File: src/rtl/divu_pkg.sv
// Shared definitions for the iterative unsigned divider: datapath width,
// FSM state type and iteration-counter sizing.
package divu_pkg;

  localparam int WIDTH = 32;

  typedef enum logic [1:0] {
    IDLE = 2'd0,
    RUN  = 2'd1,
    DONE = 2'd2
  } divu_state_t;

  // Counter only has to reach N-1, where N = WIDTH / iterations per cycle.
  function automatic int divu_cnt_w(input int iters_per_cycle);
    int n;
    n = WIDTH / iters_per_cycle;
    return (n > 1) ? $clog2(n) : 1;
  endfunction

endpackage

File: src/rtl/cla.sv
// Carry-lookahead adder built from 4-bit lookahead groups.
// Group carries ripple from one group to the next. Carry-out is not exported.
module cla #(
  parameter int W = 32
) (
  input  logic [W-1:0] a_i,
  input  logic [W-1:0] b_i,
  input  logic         cin_i,
  output logic [W-1:0] sum_o
);

  localparam int NG = W / 4;

  logic [W-1:0] g;
  logic [W-1:0] p;
  logic [W-1:0] c;

  assign g    = a_i & b_i;
  assign p    = a_i ^ b_i;
  assign c[0] = cin_i;

  for (genvar k = 0; k < NG; k++) begin : g_grp
    localparam int B = 4 * k;
    assign c[B+1] = g[B] | (p[B] & c[B]);
    assign c[B+2] = g[B+1] | (p[B+1] & g[B]) | (p[B+1] & p[B] & c[B]);
    assign c[B+3] = g[B+2] | (p[B+2] & g[B+1]) | (p[B+2] & p[B+1] & g[B])
                  | (p[B+2] & p[B+1] & p[B] & c[B]);
    // The top group's carry-out is never consumed, so it is not built.
    if (k < NG - 1) begin : g_cout
      logic gg;
      logic pg;
      assign gg = g[B+3] | (p[B+3] & g[B+2]) | (p[B+3] & p[B+2] & g[B+1])
                | (p[B+3] & p[B+2] & p[B+1] & g[B]);
      assign pg = &p[B+3:B];
      assign c[B+4] = gg | (pg & c[B]);
    end
  end

  assign sum_o = p ^ c;

endmodule

File: src/rtl/divu_step.sv
// One combinational restoring shift-subtract step. The trial subtraction is
// a single pass through cla as rem + ~divisor + 1.
module divu_step
  import divu_pkg::*;
(
  input  logic [WIDTH-1:0] rem_in,
  input  logic [WIDTH-1:0] q_in,
  input  logic [WIDTH-1:0] divisor,
  output logic [WIDTH-1:0] rem_out,
  output logic [WIDTH-1:0] q_out
);

  logic [WIDTH-1:0] a;
  logic [WIDTH-1:0] b;
  logic [WIDTH-1:0] sum;
  logic             c31;
  logic             cout;
  logic             ge;

  assign a = {rem_in[WIDTH-2:0], q_in[WIDTH-1]};
  assign b = ~divisor;

  cla #(.W(WIDTH)) u_cla (
    .a_i   (a),
    .b_i   (b),
    .cin_i (1'b1),
    .sum_o (sum)
  );

  // Recover the adder's carry-out from its MSB. The shifted-out remainder
  // bit makes the 33-bit partial remainder exceed any 32-bit divisor.
  assign c31  = sum[WIDTH-1] ^ a[WIDTH-1] ^ b[WIDTH-1];
  assign cout = (a[WIDTH-1] & b[WIDTH-1]) | (a[WIDTH-1] & c31) | (b[WIDTH-1] & c31);
  assign ge   = rem_in[WIDTH-1] | cout;

  assign rem_out = ge ? sum : a;
  assign q_out   = {q_in[WIDTH-2:0], ge};

endmodule

File: src/rtl/divu_iter.sv
// Iterative 32-bit unsigned restoring divider with valid/ready handshakes.
// Optional macro DIVU_EARLY_OUT_EN adds a one-cycle path for x/0 and dividend < divisor.
module divu_iter
  import divu_pkg::*;
#(
  parameter int ITERS_PER_CYCLE = 1
) (
  input  logic             clk,
  input  logic             rst_n,
  input  logic             i_valid,
  output logic             o_ready,
  input  logic [WIDTH-1:0] i_dividend,
  input  logic [WIDTH-1:0] i_divisor,
  output logic             o_valid,
  input  logic             i_ready,
  output logic [WIDTH-1:0] o_quotient,
  output logic [WIDTH-1:0] o_remainder
);

  localparam int                N     = WIDTH / ITERS_PER_CYCLE;
  localparam int                CNT_W = divu_cnt_w(ITERS_PER_CYCLE);
  localparam logic [CNT_W-1:0]  LAST  = CNT_W'(N - 1);

  divu_state_t      state_q;
  logic [CNT_W-1:0] count_q;
  logic [WIDTH-1:0] quot_q;
  logic [WIDTH-1:0] rem_q;
  logic [WIDTH-1:0] divisor_q;
  logic             ready_q;
  logic             valid_q;

  logic [WIDTH-1:0] remChain  [ITERS_PER_CYCLE+1];
  logic [WIDTH-1:0] quotChain [ITERS_PER_CYCLE+1];
  logic [WIDTH-1:0] rem_d;
  logic [WIDTH-1:0] quot_d;
  logic             accept;
  logic             earlyOut;
  logic [WIDTH-1:0] earlyQuot;

  assign remChain[0]  = rem_q;
  assign quotChain[0] = quot_q;

  for (genvar k = 0; k < ITERS_PER_CYCLE; k++) begin : g_step
    divu_step u_step (
      .rem_in  (remChain[k]),
      .q_in    (quotChain[k]),
      .divisor (divisor_q),
      .rem_out (remChain[k+1]),
      .q_out   (quotChain[k+1])
    );
  end

  assign rem_d  = remChain[ITERS_PER_CYCLE];
  assign quot_d = quotChain[ITERS_PER_CYCLE];
  assign accept = i_valid & ready_q;

`ifdef DIVU_EARLY_OUT_EN
  logic [WIDTH-1:0] cmpB;
  logic [WIDTH-1:0] cmpSum;
  logic             cmpC31;
  logic             dividendGe;
  logic             divZero;

  assign cmpB = ~i_divisor;

  cla #(.W(WIDTH)) u_cmp (
    .a_i   (i_dividend),
    .b_i   (cmpB),
    .cin_i (1'b1),
    .sum_o (cmpSum)
  );

  assign cmpC31     = cmpSum[WIDTH-1] ^ i_dividend[WIDTH-1] ^ cmpB[WIDTH-1];
  assign dividendGe = (i_dividend[WIDTH-1] & cmpB[WIDTH-1]) | (i_dividend[WIDTH-1] & cmpC31)
                    | (cmpB[WIDTH-1] & cmpC31);
  assign divZero    = (i_divisor == '0);
  assign earlyOut   = divZero | ~dividendGe;
  assign earlyQuot  = divZero ? '1 : '0;
`else
  assign earlyOut  = 1'b0;
  assign earlyQuot = '0;
`endif

  // Control and datapath registers; handshake outputs are decoded into
  // registers alongside the state so they never glitch.
  always_ff @(posedge clk or negedge rst_n) begin
    if (!rst_n) begin
      state_q   <= IDLE;
      count_q   <= '0;
      quot_q    <= '0;
      rem_q     <= '0;
      divisor_q <= '0;
      ready_q   <= 1'b1;
      valid_q   <= 1'b0;
    end else begin
      case (state_q)
        IDLE: begin
          if (accept) begin
            divisor_q <= i_divisor;
            count_q   <= '0;
            ready_q   <= 1'b0;
            if (earlyOut) begin
              quot_q  <= earlyQuot;
              rem_q   <= i_dividend;
              valid_q <= 1'b1;
              state_q <= DONE;
            end else begin
              quot_q  <= i_dividend;
              rem_q   <= '0;
              state_q <= RUN;
            end
          end
        end
        RUN: begin
          quot_q <= quot_d;
          rem_q  <= rem_d;
          if (count_q == LAST) begin
            count_q <= '0;
            valid_q <= 1'b1;
            state_q <= DONE;
          end else begin
            count_q <= count_q + CNT_W'(1);
          end
        end
        DONE: begin
          if (i_ready) begin
            valid_q <= 1'b0;
            ready_q <= 1'b1;
            state_q <= IDLE;
          end
        end
        default: begin
          count_q <= '0;
          valid_q <= 1'b0;
          ready_q <= 1'b1;
          state_q <= IDLE;
        end
      endcase
    end
  end

  assign o_ready     = ready_q;
  assign o_valid     = valid_q;
  assign o_quotient  = quot_q;
  assign o_remainder = rem_q;

endmodule
File: config.mk
export PLATFORM = sky130hd
export DESIGN_NAME = divu_iter
export DESIGN_NICKNAME = d
export VERILOG_FILES = /design/src/rtl/divu_pkg.sv /design/src/rtl/cla.sv /design/src/rtl/divu_step.sv /design/src/rtl/divu_iter.sv
export SDC_FILE = /design/constraint.sdc
export NUM_CORES = 1
export LEC_CHECK = 0
export ABC_AREA = 0
export CORE_MARGIN = 5
export CORE_UTILIZATION = 49
export CTS_BUF_LIST = sky130_fd_sc_hd__clkbuf_4 sky130_fd_sc_hd__clkbuf_8
export CTS_CLUSTER_SIZE = 20
export DETAILED_ROUTE_END_ITERATION = 12
export GPL_TIMING_DRIVEN = 0
export PLACE_DENSITY = 0.78
export SLEW_MARGIN = 40
export SYNTH_ARGS = -nofsm -noshare
export SYNTH_HDL_FRONTEND = slang
export SYNTH_HIERARCHICAL = 1
export SYNTH_SLANG_ARGS = --single-unit
File: constraint.sdc
create_clock -name clk -period 3.75 [get_ports clk]
set_input_delay 0.5625 -clock clk [delete_from_list [all_inputs] [get_ports clk]]
set_output_delay 0.5625 -clock clk [all_outputs]
set_load 0.005 [all_outputs]
==> Word level (Yosys, flattened, before mapping) <==
Index checks and enable logic that the tools add are counted.
{ "classes": {"n_addsub": 1, "n_eq_ne": 6, "n_mux": 18, "n_bitwise": 202, "reduce_logical": 15} }
{ "op_table": {"columns": ["cell", "n"], "rows": [
  ["32-bit one-hot mux with 2 select lines", 2],
  ["1-bit bitwise AND", 114],
  ["32-bit two-way mux", 3],
  ["1-bit OR", 79],
  ["32-bit XOR", 2],
  ["32-bit inverter", 1],
  ["31-bit bitwise AND", 1],
  ["4-bit AND reduction", 7],
  ["5-bit one-hot mux with 3 select lines", 1],
  ["5-bit two-way mux", 2],
  ["3-bit AND reduction", 3],
  ["2-bit two-way mux", 3],
  ["2-bit != test, second input constant", 3],
  ["1-bit one-hot mux with 3 select lines", 2],
  ["2-bit one-hot mux with 3 select lines", 1],
  ["2-bit AND reduction", 3],
  ["5-bit by 1-bit adder with 5-bit output, second input constant", 1],
  ["5-bit == test, second input constant", 1],
  ["1-bit two-way mux", 4],
  ["1-bit inverter", 3],
  ["2-bit by 1-bit == test with 1-bit output, second input constant", 1],
  ["2-bit == test, second input constant", 1],
  ["2-bit zero test", 1],
  ["2-bit nonzero test", 1],
  ["1-bit XOR", 2]
]} }
{ "totals": {"ff_bits": 105, "in_bits": 68, "out_inout_bits": 66, "elab_cells": 249} }

==> Depth between registers and ports, before layout <==
{ "logic_depth": {"word_depth": 30, "ltp_mapped": 17, "mapped_depth_nobuf": 15} }

==> Modules after synthesis <==
The synthesis kept the hierarchy.
{ "by_module_without_submodules": {"columns": ["mod", "n_inst", "cells_per_inst", "area_each_um2", "seq_area_each_um2"], "rows": [
  ["divu_iter", 1, 352, 4550.6, 2628.8],
  ["cla", 1, 158, 1301.2, 0.0],
  ["divu_step", 1, 104, 790.8, 0.0]
]} }

==> Least setup slack after synthesis <==
OpenSTA, ideal clock, no wires.
{ "synth_timing": {"path_kind": "flip-flop to flip-flop", "startpoint": "register rem_q[12] (netlist: o_remainder[12])", "endpoint": "register quot_q[0] (netlist: o_quotient[0])", "setup_ps": 125, "arrival_ps": 3757, "required_ps": 3625, "slack_ps": -132, "path_stages_with_launch": 17, "path_buffers": 2, "period_less_slack_ps": 3882, "cell_sequence": "dfrtp_1 > ha_1 > a21o_1 > a31o_1 > a221oi_2 > o22ai_1 > or3_1 > a31o_2 > a21oi_2 > xnor2_1 > nand2b_1 > a211oi_4 > buf_6 > inv_1 > buf_4 > mux2_4 > mux2_2"} }
{ "synth_between": {"elab_chain_len": 21, "elab_cells_between_ends": 27, "classes_between": "mux (1); bitwise (25); reduce/logical (1)"} }
{ "synth_lines": {"columns": ["item", "line_no", "rtl"], "rows": [
  ["start, declared", "divu_iter.sv:27", "logic [WIDTH-1:0] rem_q;"],
  ["start signal, assigned", "divu_iter.sv:104", "rem_q <= i_dividend;"],
  ["start signal, assigned", "divu_iter.sv:116", "rem_q <= rem_d;"],
  ["31-bit bitwise AND / 32-bit XOR (equally long branches)", "cla.sv:18, cla.sv:19", null],
  ["1-bit bitwise AND (on tied branches)", "cla.sv:32, cla.sv:33", null],
  ["1-bit OR / 1-bit bitwise AND (equally long branches)", "cla.sv:32, cla.sv:33", null],
  ["1-bit OR", "cla.sv:33", "| (p[B+3] & p[B+2] & p[B+1] & g[B]);"],
  ["1-bit OR (*)", "cla.sv:35", "assign c[B+4] = gg | (pg & c[B]);"],
  ["1-bit bitwise AND (*)", "cla.sv:35", null],
  ["1-bit OR (*)", "cla.sv:35", null],
  ["1-bit bitwise AND (*)", "cla.sv:35", null],
  ["(+6 left out)", null, null],
  ["net g_step[0].u_step.sum[31]", "divu_step.sv:15", "logic [WIDTH-1:0] sum;"],
  ["1-bit XOR (*) (2 in series)", "divu_step.sv:32", "assign c31 = sum[WIDTH-1] ^ a[WIDTH-1] ^ b[WIDTH-1];"],
  ["1-bit bitwise AND", "divu_step.sv:33", "assign cout = (a[WIDTH-1] & b[WIDTH-1]) | (a[WIDTH-1] & c31) | (b[WIDTH-1] & c31);"],
  ["1-bit OR", "divu_step.sv:33", null],
  ["1-bit OR (*)", "divu_step.sv:33", null],
  ["1-bit OR (*)", "divu_step.sv:34", "assign ge = rem_in[WIDTH-1] | cout;"],
  ["net g_step[0].u_step.ge", "divu_step.sv:18", "logic ge;"],
  ["32-bit one-hot mux with 2 select lines (*)", "divu_iter.sv:96", "case (state_q)"],
  ["end signal, assigned", "divu_iter.sv:103", "quot_q <= earlyQuot;"],
  ["end signal, assigned", "divu_iter.sv:108", "quot_q <= i_dividend;"],
  ["end signal, assigned", "divu_iter.sv:115", "quot_q <= quot_d;"],
  ["end, declared", "divu_iter.sv:26", "logic [WIDTH-1:0] quot_q;"]
]} }
Mark *: on every way through the listed nets, which the timed path passes. The rest lies on a longest branch.
A chain may end at the register's enable or synchronous reset.

==> Final worst setup path <==
{ "layout_timing": {"startpoint": "register rem_q[12] (netlist: o_remainder[12])", "endpoint": "register rem_q[19] (netlist: o_remainder[19])"} }
{ "layout_between": {"elab_chain_len": 22, "elab_cells_between_ends": 30, "classes_between": "mux (2); bitwise (27); reduce/logical (1)"} }
{ "layout_lines": {"columns": ["item", "line_no", "rtl"], "rows": [
  ["31-bit bitwise AND / 32-bit XOR (equally long branches)", "cla.sv:18, cla.sv:19", null],
  ["1-bit bitwise AND (on tied branches)", "cla.sv:32, cla.sv:33", null],
  ["1-bit OR / 1-bit bitwise AND (equally long branches)", "cla.sv:32, cla.sv:33", null],
  ["1-bit OR", "cla.sv:33", null],
  ["1-bit OR (*)", "cla.sv:35", null],
  ["1-bit bitwise AND (*)", "cla.sv:35", null],
  ["1-bit OR (*)", "cla.sv:35", null],
  ["1-bit bitwise AND (*)", "cla.sv:35", null],
  ["(+6 left out)", null, null],
  ["net g_step[0].u_step.sum[31]", "divu_step.sv:15", null],
  ["1-bit XOR (*) (2 in series)", "divu_step.sv:32", null],
  ["1-bit bitwise AND", "divu_step.sv:33", null],
  ["1-bit OR", "divu_step.sv:33", null],
  ["1-bit OR (*)", "divu_step.sv:33", null],
  ["1-bit OR (*)", "divu_step.sv:34", null],
  ["32-bit two-way mux (*)", "divu_step.sv:36", "assign rem_out = ge ? sum : a;"],
  ["net rem_d[19]", "divu_iter.sv:34", "logic [WIDTH-1:0] rem_d;"],
  ["32-bit one-hot mux with 2 select lines (*)", "divu_iter.sv:96", null]
]} }
Marks and branches as above.

==> flow_summary.ini <==
[outcome]
outcome = complete, no violations

[critical_path]
worstReg2RegStart = o_remainder[12]
critPathCaptureType = flop
path_cells = ha_4 -> a21o_1 -> a31o_1 -> a221oi_4 -> o22ai_2 -> or3_4 -> a31o_4 -> a21oi_4 -> xnor2_2 -> nand2b_1 -> a211oi_4 -> buf_6 -> buf_8 -> mux2_4 -> nand2_1 -> o21ai_2
slowest_stage = dfrtp_1
crit_start = o_remainder[12]
r2r_setup_slack_ns = 0.006
r2r-end = o_remainder[19]
cpPeakStageDelay_ns = 0.44
crit_fanout = 6
crit_path_end = o_remainder[19]
crit_type = flop to flop
cp-start-kind = flop
crit_arrival_ns = 4.00
crit_family = compound AO/OA/AOI/OAI gates
cp.required_ns = 4.01
path_depth = 16
crit_buf_inv = 2
worst-r2r-cell-count = 16

[timing]
final_max_slew_viol_count = 0
slew-limit-headroom = 0.600
fin_crit_ns = 3.74
worstMarginPinSlew_ns = 0.599
hold_ws_ns = 0.0625
rsz0062_at_grt = yes
fin_skew_ns = 0.0118
fmax_mhz = 267
fin_crit_sh = 0.998
setup_viol = 0
finalHoldViolCount = 0

[clock_network]
cts-root-buf = clkbuf_8
cts.sinks = 105
clock_latency_ns = 0.39
cts_tree = built
clkTransAtPathRegs_ns = 0.11
htreeDepth = 3
clock_path_buffers = 2
cts_buffers = 9

[floorplanning]
die_h_um = 126
start_util = 0.502
floorplan.io_pins = 134
rows = 42
core-area_um2 = 13200
fp.dieW_um = 126
die_area_um2 = 16000

[yosys]
ys_ff_latch = 105
synthTopCellsByArea = dfrtp_1, mux2_2, ha_1, buf_4, nand2_1
yosys_warnings = 6
synth_cells = 614
syn_area_um2 = 6640
synth_edf_count = 0
yosys.area.top_type_share = 0.392
syn_area_per_cell_um2 = 10.8
ys_seq_area_frac = 0.396
yosys.area.top_type = dfrtp_1
synth_cell_types = 51
synth-async-reset-ratio = 1.00
synthFlopType = dfrtp_1

[hold_path]
hold_path_class = input port to async pin

[placement]
dpl.hpwl_um = 11600
dp.cells = 926
io_buffers = 133
place_area_um2 = 8260
place_congestion = 0.856

[global_route]
grt_usage = 0.209
overflow = 0
antenna_found_initial = 0
grt_first_pass_wirelength_um = 27400
grt_max_degree = 60
grt_pass1_vias = 5512

[drt]
wirelength_um = 16700
drc = 0
drtAntennaViolNets = 0
firstDrtPassIters = 5
drt_iter0_drc = 316
vias = 5125
wl_per_cell_um = 17.3
post_drt_via_cell_ratio = 5.30

[cells_and_area]
final_cells = 967
finish.instance_area_um2 = 9000
nets = 895
final_core_util = 0.679
antennaDiodeCount = 0
drive_gt1_frac = 0.343
areaGrowthSynthToFinish_pct = 35.4
fillers = 1033

[pwr]
total_power_uw = 8890
p_leak_uw = 0.00408
powerDensity_nw_per_um2 = 988
ir_drop_mv = 0.391

[flow_run]
maxCapViolCount = 0
==> layout make-up <==
| cell class | count | area (um2) | share of cell area |
|---|---|---|---|
| sequential | 105 | 2640 | 0.293 |
| inverter | 49 | 184 | 0.0204 |
| clock buffer | 9 | 124 | 0.0138 |
| tap | 176 | 220 | 0.0245 |
| timing repair buffer | 160 | 1590 | 0.177 |
| buffer | 55 | 415 | 0.0462 |
| multi-input combinational | 406 | 3770 | 0.419 |
| clock inverter | 7 | 56.3 | 0.00626 |
==> Yosys cell counts, types with 8 or more instances <==
cell     instances
buf_4           39
mux2_2         101
a21o_1          11
xnor2_1         13
o21ai_0         41
ha_1            33
dfrtp_1        104
xor2_1          12
a21oi_1         15
nor2_1          11
fa_1             8
mux2_1          11
mux2_4          15
inv_1           49
nand2_1         74
==> kinds of logic (layout without fill, tap and decap cells) <==
group	Yosys count	after routing	share of synthesized area
multiplexers	127	127	0.224
AND/OR/NAND/NOR	117	117	0.0814
flip-flops	105	105	0.396
buffers and inverters	105	280	0.0902
AO/OA/AOI/OAI	93	93	0.0891
adder cells (fa/ha/maj)	41	41	0.0863
XOR/XNOR	25	25	0.0330
other	1	3	0.000565
==> state kept, by name, summed over array words and instances (netlist names) <==
register and count:
o_quotient 32, count_q 5, state_q 2, o_ready 1
o_remainder 32, o_valid 1, divisor_q 32
==> worst min path at each step <==
stage	from	to	slack [ns]	cells after the start
floorplan	rst_n	count_q[0]	0.27	0
global placement	divisor_q[30]	divisor_q[30]	0.47	1
detailed placement	divisor_q[30]	divisor_q[30]	0.47	1
CTS	rst_n	o_quotient[25]	0.05	1
global route	rst_n	o_quotient[14]	0.06	1
finish	rst_n	o_quotient[24]	0.06	1
==> metal layers <==
metal | share of wire | global-route usage
met1 | 0.42 | 0.258
met2 | 0.51 | 0.357
met3 | 0.039 | 0.0366
met4 | 0.030 | 0.0946
met5 | 0 | 0
==> worst reg2reg max path: stages, from the launching register on <==
cell and delay (ns):
dfrtp_1 0.44, ha_4 0.27, a21o_1 0.17, a31o_1 0.21, a221oi_4 0.34, o22ai_2 0.11, or3_4 0.34, a31o_4 0.24
a21oi_4 0.16, xnor2_2 0.15, nand2b_1 0.12, a211oi_4 0.26, buf_6 0.19, buf_8 0.14, mux2_4 0.30, nand2_1 0.10
o21ai_2 0.08
==> per-stage QoR <==
step	TNS [ns]	worst slack [ns]
floorplan	0	0.0193
global route	-2.81	-0.157
finish	0	0.00633
CTS	-0.556	-0.0612
detailed placement	-15.50	-0.673
global placement	-207.88	-1.87
==> cells in the final DEF (no fill, tap or decap), types with 6 or more instances in the layout <==
cell type,instances
a21o_1,11
a21oi_1,13
buf_4,58
buf_6,9
clkbuf_8,9
clkdlybuf4s50_1,132
dfrtp_1,99
fa_1,8
ha_1,23
ha_4,10
inv_1,45
mux2_1,6
mux2_2,83
mux2_4,38
nand2_1,63
nand2_2,11
nor2_1,11
nor3_1,7
o21ai_0,14
o21ai_1,18
o21ai_2,9
xnor2_1,12
xor2_1,12
==> what timing repair did <==
action	in CTS	in global routing
hold buffers	0	0
setup buffers	19	7
endpoints found under the setup margin	32	32
gates cloned	2	0
pin swaps	15	4
gates resized for setup	48	61
==> power breakdown <==
group	total (uW)	internal, uW	switching, uW	leakage (uW)
logic	6140	3690	2450	0.00273
clock network	682	246	436	0.0000781
registers	2070	1600	467	0.00127
Power figures use the tool's default switching activity.
